## config.mk

```make
export PLATFORM = sky130hd
export DESIGN_NAME = branch_resolve_unit
export DESIGN_NICKNAME = d
export VERILOG_FILES = /design/src/rtl/branch_pkg.sv /design/src/rtl/bht_2bit.sv /design/src/rtl/branch_resolve_unit.sv
export SDC_FILE = /design/constraint.sdc
export NUM_CORES = 1
export LEC_CHECK = 0
export ABC_AREA = 0
export ABC_CLOCK_PERIOD_IN_PS = 3580
export BUFFER_PORTS_ARGS = -buffer_cell sky130_fd_sc_hd__buf_2
export CAP_MARGIN = 25
export CORE_UTILIZATION = 57
export CTS_CLUSTER_DIAMETER = 40
export CTS_CLUSTER_SIZE = 25
export DETAILED_ROUTE_END_ITERATION = 6
export PLACE_DENSITY = 0.81
export SYNTH_ARGS = -nofsm -noshare
export SYNTH_HDL_FRONTEND = slang
export SYNTH_SLANG_ARGS = --single-unit
```

## constraint.sdc

```tcl
create_clock -name CLK -period 3.58 [get_ports CLK]
set_clock_uncertainty 0.05 [all_clocks]
set_input_delay 0.179 -clock CLK [delete_from_list [all_inputs] [get_ports CLK]]
set_output_delay 0.179 -clock CLK [all_outputs]
set_load 0.05 [all_outputs]
```

## src/rtl/branch_pkg.sv

```systemverilog
// branch_pkg: shared opcode, funct3 and BHT counter definitions
package branch_pkg;
  localparam logic [6:0] OP_BRANCH = 7'b1100011;
  localparam logic [2:0] F3_BEQ  = 3'b000;
  localparam logic [2:0] F3_BNE  = 3'b001;
  localparam logic [2:0] F3_BLT  = 3'b100;
  localparam logic [2:0] F3_BGE  = 3'b101;
  localparam logic [2:0] F3_BLTU = 3'b110;
  localparam logic [2:0] F3_BGEU = 3'b111;
  typedef enum logic [1:0] {SNT = 2'b00, WNT = 2'b01, WT = 2'b10, ST = 2'b11} cnt_t;
  // funct3[0] inverts the base comparison; funct3 01x is not a branch
  function automatic logic f3_legal(input logic [2:0] f3);
    return f3[2:1] != 2'b01;
  endfunction
  function automatic logic br_taken(input logic [2:0] f3, input logic eq, input logic lt, input logic ltu);
    return f3[2:1] == 2'b00 ? eq ^ f3[0] :
           f3[2:1] == 2'b10 ? lt ^ f3[0] :
           f3[2:1] == 2'b11 ? ltu ^ f3[0] : 1'b0;
  endfunction
endpackage

```

## src/rtl/bht_2bit.sv

```systemverilog
// bht_2bit: bimodal table of 2-bit saturating counters, comb read, saturating write
module bht_2bit
  import branch_pkg::*;
#(
  parameter int IDX_W = 6
) (
  input  logic             CLK,
  input  logic             RST_N,
  input  logic [IDX_W-1:0] rd_idx,
  output logic             rd_taken,
  input  logic             wr_en,
  input  logic [IDX_W-1:0] wr_idx,
  input  logic             wr_taken
);
  cnt_t cnt [2**IDX_W];
  cnt_t cur, nxt;
  assign rd_taken = cnt[rd_idx] == WT || cnt[rd_idx] == ST;
  always_comb begin
    cur = cnt[wr_idx];
    nxt = wr_taken ? (cur == ST ? ST : cnt_t'(cur + 2'd1)) : (cur == SNT ? SNT : cnt_t'(cur - 2'd1));
  end
  always_ff @(posedge CLK or negedge RST_N)
    if (!RST_N)
      for (int i = 0; i < 2**IDX_W; i++) cnt[i] <= WNT;
    else if (wr_en)
      cnt[wr_idx] <= nxt;
endmodule

```

## src/rtl/branch_resolve_unit.sv

```systemverilog
// branch_resolve_unit: resolves EX branches, trains the BHT and issues registered redirects
module branch_resolve_unit
  import branch_pkg::*;
#(
  parameter int n     = 32,
  parameter int IDX_W = 6,
  parameter int CNT_W = 32
) (
  input  logic             CLK,
  input  logic             RST_N,
  input  logic [n-1:0]     if_pc,
  output logic             pred_taken,
  input  logic             ex_valid,
  input  logic [6:0]       ex_opcode,
  input  logic [2:0]       ex_funct3,
  input  logic [n-1:0]     ex_pc,
  input  logic             ex_pred_taken,
  input  logic [n-1:0]     ex_target,
  input  logic             br_eq,
  input  logic             br_lt,
  input  logic             br_ltu,
  output logic             redirect_valid,
  output logic [n-1:0]     redirect_pc,
  output logic             flush,
  output logic             illegal_br,
  output logic [CNT_W-1:0] br_count,
  output logic [CNT_W-1:0] mispred_count
);
  logic live, legal, taken, resolve, mispred;
  // the instruction in EX while a redirect is out is wrong-path
  always_comb begin
    live    = ex_valid && ex_opcode == OP_BRANCH && !redirect_valid;
    legal   = f3_legal(ex_funct3);
    taken   = br_taken(ex_funct3, br_eq, br_lt, br_ltu);
    resolve = live && legal;
    mispred = resolve && taken != ex_pred_taken;
  end
  bht_2bit #(.IDX_W(IDX_W)) u_bht (
    .CLK      (CLK),
    .RST_N    (RST_N),
    .rd_idx   (if_pc[IDX_W+1:2]),
    .rd_taken (pred_taken),
    .wr_en    (resolve),
    .wr_idx   (ex_pc[IDX_W+1:2]),
    .wr_taken (taken)
  );
  always_ff @(posedge CLK or negedge RST_N)
    if (!RST_N) begin
      redirect_valid <= 1'b0;
      redirect_pc    <= '0;
      flush          <= 1'b0;
      illegal_br     <= 1'b0;
      br_count       <= '0;
      mispred_count  <= '0;
    end else begin
      redirect_valid <= mispred;
      flush          <= mispred;
      illegal_br     <= live && !legal;
      if (resolve) br_count <= br_count + 1'b1;
      if (mispred) begin
        mispred_count <= mispred_count + 1'b1;
        redirect_pc   <= taken ? ex_target : ex_pc + n'(4);
      end
    end
endmodule

```

==> flow_metrics.env <==
export IMPL_status="finished, final reports clean"
export IMPL_p_leak_nw=6.79
export IMPL_grt_max_degree=110
export IMPL_critPathArrivalTime_ns=3.37
export IMPL_grt_pass1_vias=10683
export IMPL_dr_first_iter_drc_count=1034
export IMPL_regArea_um2=5740
export IMPL_cts_tree="yes"
export IMPL_synthTopCellsByArea="dfrtp_1 33%, dfstp_2 14%, a21oi_4 8.0%"
export IMPL_cp_data_required_time_ns=3.95
export IMPL_routedWlPerCell_um=21.1
export IMPL_core_area_um2=21000
export IMPL_worstMarginPinSlew_ns=0.966
export IMPL_timing_critical_path_to_type="flop"
export IMPL_slowest_stage="mux4_2"
export IMPL_min_period_ns=3.00
export IMPL_ctsResizeCount=0
export IMPL_multi_input_comb_area_um2=6060
export IMPL_criticalPathCategory="reg -> reg"
export IMPL_critPathMaxFanout=10
export IMPL_nNetsFinal=1520
export IMPL_dpl_hpwl_mm=23.2
export IMPL_syn_to_final_growth_pct=24.0
export IMPL_die_y_um=148
export IMPL_cts_root_buf="clkbuf_16"
export IMPL_fin_crit_sh_pct=83.8
export IMPL_first_pass_iters=7
export IMPL_io_pins=213
export IMPL_syn_area_per_cell_um2=10.5
export IMPL_clock_sinks=226
export IMPL_fin_tns_setup_ns=0
export IMPL_cts_htree_levels=2
export IMPL_drv_slew=0
export IMPL_cts_setup_buffers=0
export IMPL_relSlewSlack_pct=35.0
export IMPL_synth_top_area_share_pct=33.3
export IMPL_cp_cell_sequence="mux4_2 > and2_0 > a221o_1 > a222oi_1 > or3b_1 > maj3_4 > buf_4 > a21oi_4"
export IMPL_rsz0062_at_grt="false"
export IMPL_max_cap_violations=0
export IMPL_final_hold_viol_count=0
export IMPL_vias_per_cell=6.22
export IMPL_start_kind="flop"
export IMPL_drive_above_1_share_pct=32.8
export IMPL_grt_overflow=0
export IMPL_hold_class="in -> reg"
export IMPL_min_delay_start="ex_target[3]"
export IMPL_die_width_um=148
export IMPL_finalSetupViolCount=0
export IMPL_syn_nets=1275
export IMPL_clkTransAtPathRegs_ns=0.05
export IMPL_r2r_start="u_bht.cnt[50]"
export IMPL_vias=10607
export IMPL_antenna_left=0
export IMPL_start_util_pct=58.0
export IMPL_async_flop_share_pct=100
export IMPL_synth_area_um2=12200
export IMPL_synth_edf_count=0
export IMPL_ys_seq_area_share_pct=47.1
export IMPL_worstSkewPairLatency_ns=0.50
export IMPL_antenna_found_initial=2
export IMPL_ir_worst_vdd_v=0.000346
export IMPL_synth_distinct_cells=63
export IMPL_clockBufferDepth=3
export IMPL_drc=0
export IMPL_yosysTopAreaCell="dfrtp_1"
export IMPL_grt_usage_pct=33.1
export IMPL_grt_first_pass_wirelength_mm=56.6
export IMPL_rows=53
export IMPL_cts_inserted_buffers=34
export IMPL_gp_congestion=1.01
export IMPL_max_freq_mhz=333
export IMPL_cp_startpoint="u_bht.cnt[50]"
export IMPL_yosysWarnings=0
export IMPL_ys_flop_type="dfrtp_1"
export IMPL_routed_wl_mm=35.9
export IMPL_port_buffers=186
export IMPL_ctsHoldBuffers=34
export IMPL_n_fill_cell=1380
export IMPL_die_area_um2=22000
export IMPL_cpPeakStageDelay_ns=0.45
export IMPL_ys_ff_latch=226
export IMPL_p_total_mw=6.91
export IMPL_syn_instance_count=1159
export IMPL_powerDensity_nw_per_um2=458
-- layout make-up --
class	count	area share [%]
well taps	275	2.28
flip-flops and latches	226	38.0
inverters	9	0.224
repair buffers	269	11.3
clock buffers	38	5.94
diodes	1	0.0166
clock inverters	22	2.14
multi-input cells	864	40.1
-- layer usage --
| metal | track usage, % | vias to the layer above | part of all wire [%] |
|---|---|---|---|
| met3 | 7.82 | 205 | 9.4 |
| met4 | 18.9 | 4 | 6.0 |
| li1 | - | 4628 | - |
| met2 | 54.3 | 662 | 47 |
| met1 | 40.3 | 5108 | 37 |
| met5 | 0 | - | 0.064 |
-- path summary, 6_finish.rpt --
path / endpoint / slack [ns] / cells after the start
max: u_bht.cnt[82] / 0.58 / 8
min: redirect_pc[3] / 0.01 / 3
max reg2reg: u_bht.cnt[82] / 0.58 / 8
min reg2reg: br_count[31] / 0.42 / 1
max in group asynchronous: u_bht.cnt[88] / 2.16 / 3
min in group asynchronous: mispred_count[7] / 0.27 / 2
-- kinds of logic after synthesis --
| logic type | after synthesis | share of synthesized area [%] |
|---|---|---|
| AND/OR/NAND/NOR | 459 | 17.2 |
| XOR/XNOR | 90 | 6.47 |
| multiplexers | 67 | 8.56 |
| flip-flops | 226 | 47.1 |
| AO/OA/AOI/OAI | 243 | 16.9 |
| buffers and inverters | 69 | 3.28 |
| adder cells (fa/ha/maj) | 5 | 0.483 |
-- power by group --
| part | switching, mW | internal, mW | total, mW |
|---|---|---|---|
| Combinational | 0.501 | 0.229 | 0.729 |
| Clock | 1.29 | 2.28 | 3.58 |
| Sequential | 0.0196 | 2.59 | 2.61 |
-- through the flow --
step	cell area, um^2	setup WS, ns	util [%]	hold WS [ns]	cells
2_1_floorplan	12200	0.601	-	-0.167	1159
3_3_place_gp	13500	0.499	64.4	0.241	1609
3_5_place_dp	13500	0.417	64.4	0.243	1609
4_1_cts	15100	0.627	71.9	0.00487	1703
5_1_grt	15100	0.469	71.9	0.0166	1703
6_report	15100	0.579	71.9	0.0112	1704
-- critical path: cells and delay by family (launching register included) --
kind | cells | cell delay (ns)
fa+ha+maj | 1 | 0.42
flops | 1 | 0.37
buf+inv | 1 | 0.27
simple gates | 2 | 0.57
compound gates | 3 | 0.80
mux | 1 | 0.45
-- synth_stat cells (4+ instances only) --
master	count
nand4_1	20
buf_12	6
a32oi_1	4
and2_1	5
xnor2_1	64
nand2_1	104
nor3_1	8
a221oi_1	15
mux4_2	28
a21o_1	4
nand3_1	36
inv_1	9
a21oi_4	60
and3_1	15
o21ai_0	56
clkbuf_1	26
a21oi_1	73
nor2b_1	6
nand3b_1	7
buf_4	5
dfrtp_1	162
buf_1	9
nor2_1	205
buf_2	13
xor2_1	26
mux2_1	4
a22oi_1	5
and4_1	10
dfstp_2	64
mux2i_1	21
mux2_2	14
nor4_1	23
-- state kept, by name, summed over array words and instances, names as in the netlist --
register and cells:
redirect_pc 32, flush 1, br_count 32, illegal_br 1, mispred_count 32, u_bht.cnt 128
-- placed cells by master, fill, tap and decap left out, drive strengths merged, types with 8 or more instances in the layout --
| master | netlist | layout |
|---|---|---|
| nor2 | 206 | 206 |
| xor2 | 26 | 26 |
| and4 | 10 | 10 |
| a221oi | 15 | 15 |
| clkbuf | 26 | 38 |
| a21oi | 134 | 134 |
| nand2 | 104 | 104 |
| mux2i | 21 | 21 |
| nor4 | 23 | 23 |
| nor3 | 8 | 8 |
| mux2 | 18 | 18 |
| and3 | 15 | 15 |
| o21ai | 57 | 57 |
| dfrtp | 162 | 162 |
| xnor2 | 64 | 64 |
| nand4 | 20 | 20 |
| inv | 9 | 19 |
| dlygate4sd3 | 0 | 34 |
| buf | 34 | 235 |
| nand3 | 36 | 36 |
| dfstp | 64 | 64 |
| mux4 | 28 | 28 |
Note: power is estimated with default switching activity, not from simulation.
